[src/rtl/nv_scan_chain_seq.sv]
// Command sequencer for a serial scan-clearable flop chain: CLEAR pulses the
// chain clear, SAVE recirculates the chain out, LOAD shifts new data in and the old data out.
module nv_scan_chain_seq #(
  parameter int LEN        = 32,
  parameter int CLR_CYCLES = 4
) (
  input  logic           nvdla_core_clk,
  input  logic           nvdla_core_rst,
  input  logic           cmd_valid,
  output logic           cmd_ready,
  input  logic [1:0]     cmd_op,
  input  logic [LEN-1:0] cmd_data,
  output logic           done_valid,
  output logic [LEN-1:0] done_data,
  output logic           done_err,
  output logic           chain_clr_n,
  output logic           chain_se,
  output logic           chain_si,
  input  logic           chain_so,
  output logic [1:0]     dbg_state
);

  localparam int CW = $clog2((LEN > CLR_CYCLES) ? LEN : CLR_CYCLES) + 1;
  localparam logic [CW-1:0] CLR_LAST   = CW'(CLR_CYCLES - 1);
  localparam logic [CW-1:0] SHIFT_LAST = CW'(LEN - 1);
  localparam logic [1:0] OP_CLEAR = 2'd1;
  localparam logic [1:0] OP_SAVE  = 2'd2;
  localparam logic [1:0] OP_LOAD  = 2'd3;

  typedef enum logic [1:0] {S_IDLE, S_CLEAR, S_SHIFT, S_DONE} state_t;

  // Handshake: a command transfers on a rising edge where cmd_valid and
  // cmd_ready are both high; cmd_ready is high only in IDLE outside reset,
  // and anything presented while it is low is dropped, not queued.
  state_t          r_state;
  state_t          w_nxt;
  logic [1:0]      r_op;
  logic [CW-1:0]   r_cnt;
  logic [LEN-1:0]  r_sh;
  logic            r_ready;
  logic            r_clr_n;
  logic            r_se;
  logic            r_done_valid;
  logic            r_done_err;
  logic            w_accept;

  assign w_accept = r_ready & cmd_valid;

  always_comb begin
    w_nxt = r_state;
    case (r_state)
      S_IDLE: begin
        if (w_accept) begin
          case (cmd_op)
            OP_CLEAR:         w_nxt = S_CLEAR;
            OP_SAVE, OP_LOAD: w_nxt = S_SHIFT;
            default:          w_nxt = S_DONE;
          endcase
        end
      end
      S_CLEAR: if (r_cnt == CLR_LAST)   w_nxt = S_DONE;
      S_SHIFT: if (r_cnt == SHIFT_LAST) w_nxt = S_DONE;
      S_DONE:  w_nxt = S_IDLE;
      default: w_nxt = S_IDLE;
    endcase
  end

  // Pin-level outputs are registered from the next state so they switch
  // together with the state and drop on the same edge as a reset abort.
  always_ff @(posedge nvdla_core_clk) begin
    if (nvdla_core_rst) begin
      r_state      <= S_IDLE;
      r_op         <= 2'd0;
      r_cnt        <= '0;
      r_sh         <= '0;
      r_ready      <= 1'b0;
      r_clr_n      <= 1'b1;
      r_se         <= 1'b0;
      r_done_valid <= 1'b0;
      r_done_err   <= 1'b0;
    end else begin
      r_state      <= w_nxt;
      r_ready      <= (w_nxt == S_IDLE);
      r_clr_n      <= (w_nxt != S_CLEAR);
      r_se         <= (w_nxt == S_SHIFT);
      r_done_valid <= (w_nxt == S_DONE);
      r_done_err   <= w_accept && (cmd_op == 2'd0);
      if (w_accept) begin
        r_op  <= cmd_op;
        r_cnt <= '0;
        if (cmd_op == OP_LOAD) r_sh <= cmd_data;
      end else if (r_state == S_CLEAR || r_state == S_SHIFT) begin
        r_cnt <= r_cnt + 1'b1;
      end
      if (r_state == S_SHIFT) r_sh <= {chain_so, r_sh[LEN-1:1]};
    end
  end

  // SAVE feeds the tail back to the head; LOAD feeds the payload LSB-first.
  assign chain_si    = (r_state == S_SHIFT) ? ((r_op == OP_SAVE) ? chain_so : r_sh[0]) : 1'b0;
  assign cmd_ready   = r_ready;
  assign chain_clr_n = r_clr_n;
  assign chain_se    = r_se;
  assign done_valid  = r_done_valid;
  assign done_err    = r_done_err;
  assign done_data   = r_sh;
  assign dbg_state   = r_state;

endmodule

[config.mk]
export PLATFORM = sky130hd
export DESIGN_NAME = nv_scan_chain_seq
export DESIGN_NICKNAME = d
export VERILOG_FILES = /design/src/rtl/nv_scan_chain_seq.sv
export SDC_FILE = /design/constraint.sdc
export NUM_CORES = 1
export LEC_CHECK = 0
export ABC_AREA = 1
export BUFFER_PORTS_ARGS = -buffer_cell sky130_fd_sc_hd__buf_2
export CAP_MARGIN = 15
export CORE_MARGIN = 10
export CORE_UTILIZATION = 50
export CTS_CLUSTER_DIAMETER = 80
export DETAILED_ROUTE_END_ITERATION = 8
export GPL_TIMING_DRIVEN = 0
export PLACE_DENSITY_LB_ADDON = 0.3
export SYNTH_ARGS = -nofsm -noshare
export SYNTH_HDL_FRONTEND = slang
export SYNTH_SLANG_ARGS = --single-unit
[constraint.sdc]
create_clock -name nvdla_core_clk -period 1.59 [get_ports nvdla_core_clk]
set_clock_uncertainty 0.1 [all_clocks]
set_input_delay 0 -clock nvdla_core_clk [delete_from_list [all_inputs] [get_ports nvdla_core_clk]]
set_output_delay 0 -clock nvdla_core_clk [all_outputs]
set_load 0.05 [all_outputs]
==> impl_results.md <==
- Cell taking the most area after synthesis: dfxtp_1
- Final instance area: 0.003331 mm²
- # fillers: 330
- Antenna viol nets, final: 0
- Mapped cell area: 0.002291 mm²
- Longest Clk Path Bufs: 2
- Post-synth top area share: 41.07%
- Synth Instances: 337
- Post-synth EDFFs: 0
- Syn avg cell area: 6.798 µm²
- ANT cells: 0
- Largest net degree at the start of global routing: 14
- PnR worst setup slack: 0.04283 ns
- Netlist cell types: 25
- Fin Setup TNS: 0 ns
- DRC viols: 0
- Placeable Area: 0.004384 mm²
- Die Ht: 87.69 µm
- Cell area after placement: 0.002754 mm²
- Final nets: 506
- Vias per inst: 4.969
- Port buffer count: 77
- Combined area of the multi-input logic cells: 0.001210 mm²
- FF+latch count, synth: 47
- H-tree Lvls: 2
- Seq/Total Area, Yosys: 41.07%
- Final setup vio count: 0
- CTS buffer count: 5
- Antenna violations before repair: 0
- Clk root buf: clkbuf_8
- Met1 Use GR: 19.76%
- 1st-iter DRT viols: 88
- IO Pins: 78
- CP Max Fanout: 7
- Die Area: 0.007690 mm²
- Slew Viols, Final: 0
- GR Overflow Total: 0
- CTS clk-pin slew, worst paths: 0.08 ns
- Routed via count: 2,569
- Worst path required time: 1.49 ns
- Measured slew at the worst slew-check pin: 0.4259 ns
- Mapped Nets: 379
- Chip width: 87.69 µm
- Max-cap violations: 0
- Status: finished, final reports clean
- Final min period: 1.547 ns
- Crit path DAT: 1.45 ns
- Vias in the first global route: 2,442
- Main flop type after synthesis: dfxtp_1
- CTS tree: built
- Leak: 1.704 nW
- GPL Wtd Cong: 0.8557
- Top post-synthesis cells by count: 118 x nand2_1, 47 x dfxtp_1, 44 x nor2_1
- Startpoint types: register
- GRT Util Overall: 17.32%
- DP Worst Slack: -0.07543 ns
- Routed wire per std cell: 13.27 µm
- Clk_lat worst skew: 0.30 ns
- Seq. cell area: 949.7 µm²
- VDD IR max: 0.001081 V
- Post-layout utilization of the core: 75.97%
- Most numerous cell in the Yosys netlist: nand2_1
- GRT busiest layer: met2
- Final period util: 97.31%
- Worst setup EP type: primary output
- TritonRoute pass-1 iters: 4
- M3 GR Usage: 5.200%
- Max-slew headroom: 71.61%
- CP Class: register to primary output
- Post-DP HPWL: 4.433 mm
- FMAX: 646.3 MHz
- Drt total wl: 6.863 mm
- HP Class: register to register
- Starting Density: 52.25%
- Met2 usage: 29.17%
- Syn. warnings: 0
- Rows: 24
- Leading post-synthesis cells by cell area: dfxtp_1 41%, nand2_1 19%, nor2_2 8.2%
- P per Cell Area: 1832 mW/mm²
- Total clock sinks: 47
- Layout cell share with drive strength beyond 1: 31.40%
- FFs w/ async S/R, synth: 0%
- Hold_ws: 0.3924 ns
- Fin. Hold Viols: 0
- Area growth syn-to-layout: 45.38%
- Global-route wire length before repair: 11.20 mm
critical path, stage by stage (launching register included):
cell and delay, ns:
dfxtp_4 0.36, inv_4 0.08, ha_4 0.13, buf_6 0.12
inv_6 0.05, buf_8 0.13, a21oi_4 0.12, buf_6 0.17
through the flow:
step | power [mW] | std cells
6_report | 6.102 | 517
5_1_grt | 6.500 | 517
4_1_cts | 5.977 | 514
3_5_place_dp | 5.112 | 466
3_3_place_gp | 5.064 | 466
2_1_floorplan | 4.370 | 337
report_power, final:
group / switching (mW) / total (mW) / internal, mW
clock: 0.392 / 0.701 / 0.309
combinational: 2.54 / 3.60 / 1.06
sequential: 0.247 / 1.80 / 1.55
cell families (layout without fill, tap and decap cells):
logic type	after synthesis	count (layout)	synth area share (%)
flip-flops	47	47	41.07
buffers and inverters	35	163	8.137
AND/OR/NAND/NOR	203	203	37.30
adder cells (fa/ha/maj)	4	4	2.185
AO/OA/AOI/OAI	48	48	11.31
state kept, by name (all words and copies together) (netlist names):
name / flops
done_data: 32
chain_se: 1
done_err: 1
dbg_state: 2
cmd_ready: 1
done_valid: 1
r_cnt: 6
chain_clr_n: 1
r_op: 2
cell usage in the layout (no fill, tap or decap), types with 5 or more instances in the layout:
master	instances
o21ai_1	11
o21ai_0	27
buf_4	6
inv_1	15
nor2_1	44
clkbuf_8	5
nand2_1	118
dfxtp_1	44
dlygate4sd3_1	38
buf_6	8
buf_2	78
nor2_2	30
nand3_1	5
final cells by class:
cell class                 instances  area share (%)
multi-input combinational        255           36.33
sequential                        47           28.51
timing repair buffer             120           24.31
buffer                            16           3.982
inverter                          19           2.479
clock buffer                       7           2.292
tap                               52           1.953
clock inverter                     1          0.1503
what timing repair did:
action / CTS / global route
setup buffers: 2 / 3
setup endpoints to repair: 31 / 25
gates resized for setup: 11 / 12
hold buffers: 38 / 0
hold endpoints to repair: 36 / 0
layer usage:
metal,wire (µm),vias up
li1,-,1296
met3,515,18
met2,3367,81
met5,0,-
met1,2783,1174
met4,196,0
final timing paths:
kind	startpoint	endpoint	slack (ns)	cells after the start
worst max-delay path	dbg_state[0]	chain_si	0.04	7
worst min-delay path	r_op[1]	r_op[1]	0.39	2
worst max register to register	dbg_state[1]	r_cnt[5]	0.08	7
worst min register to register	r_op[1]	r_op[1]	0.39	2
No activity file was read; power rests on OpenSTA's default activity.
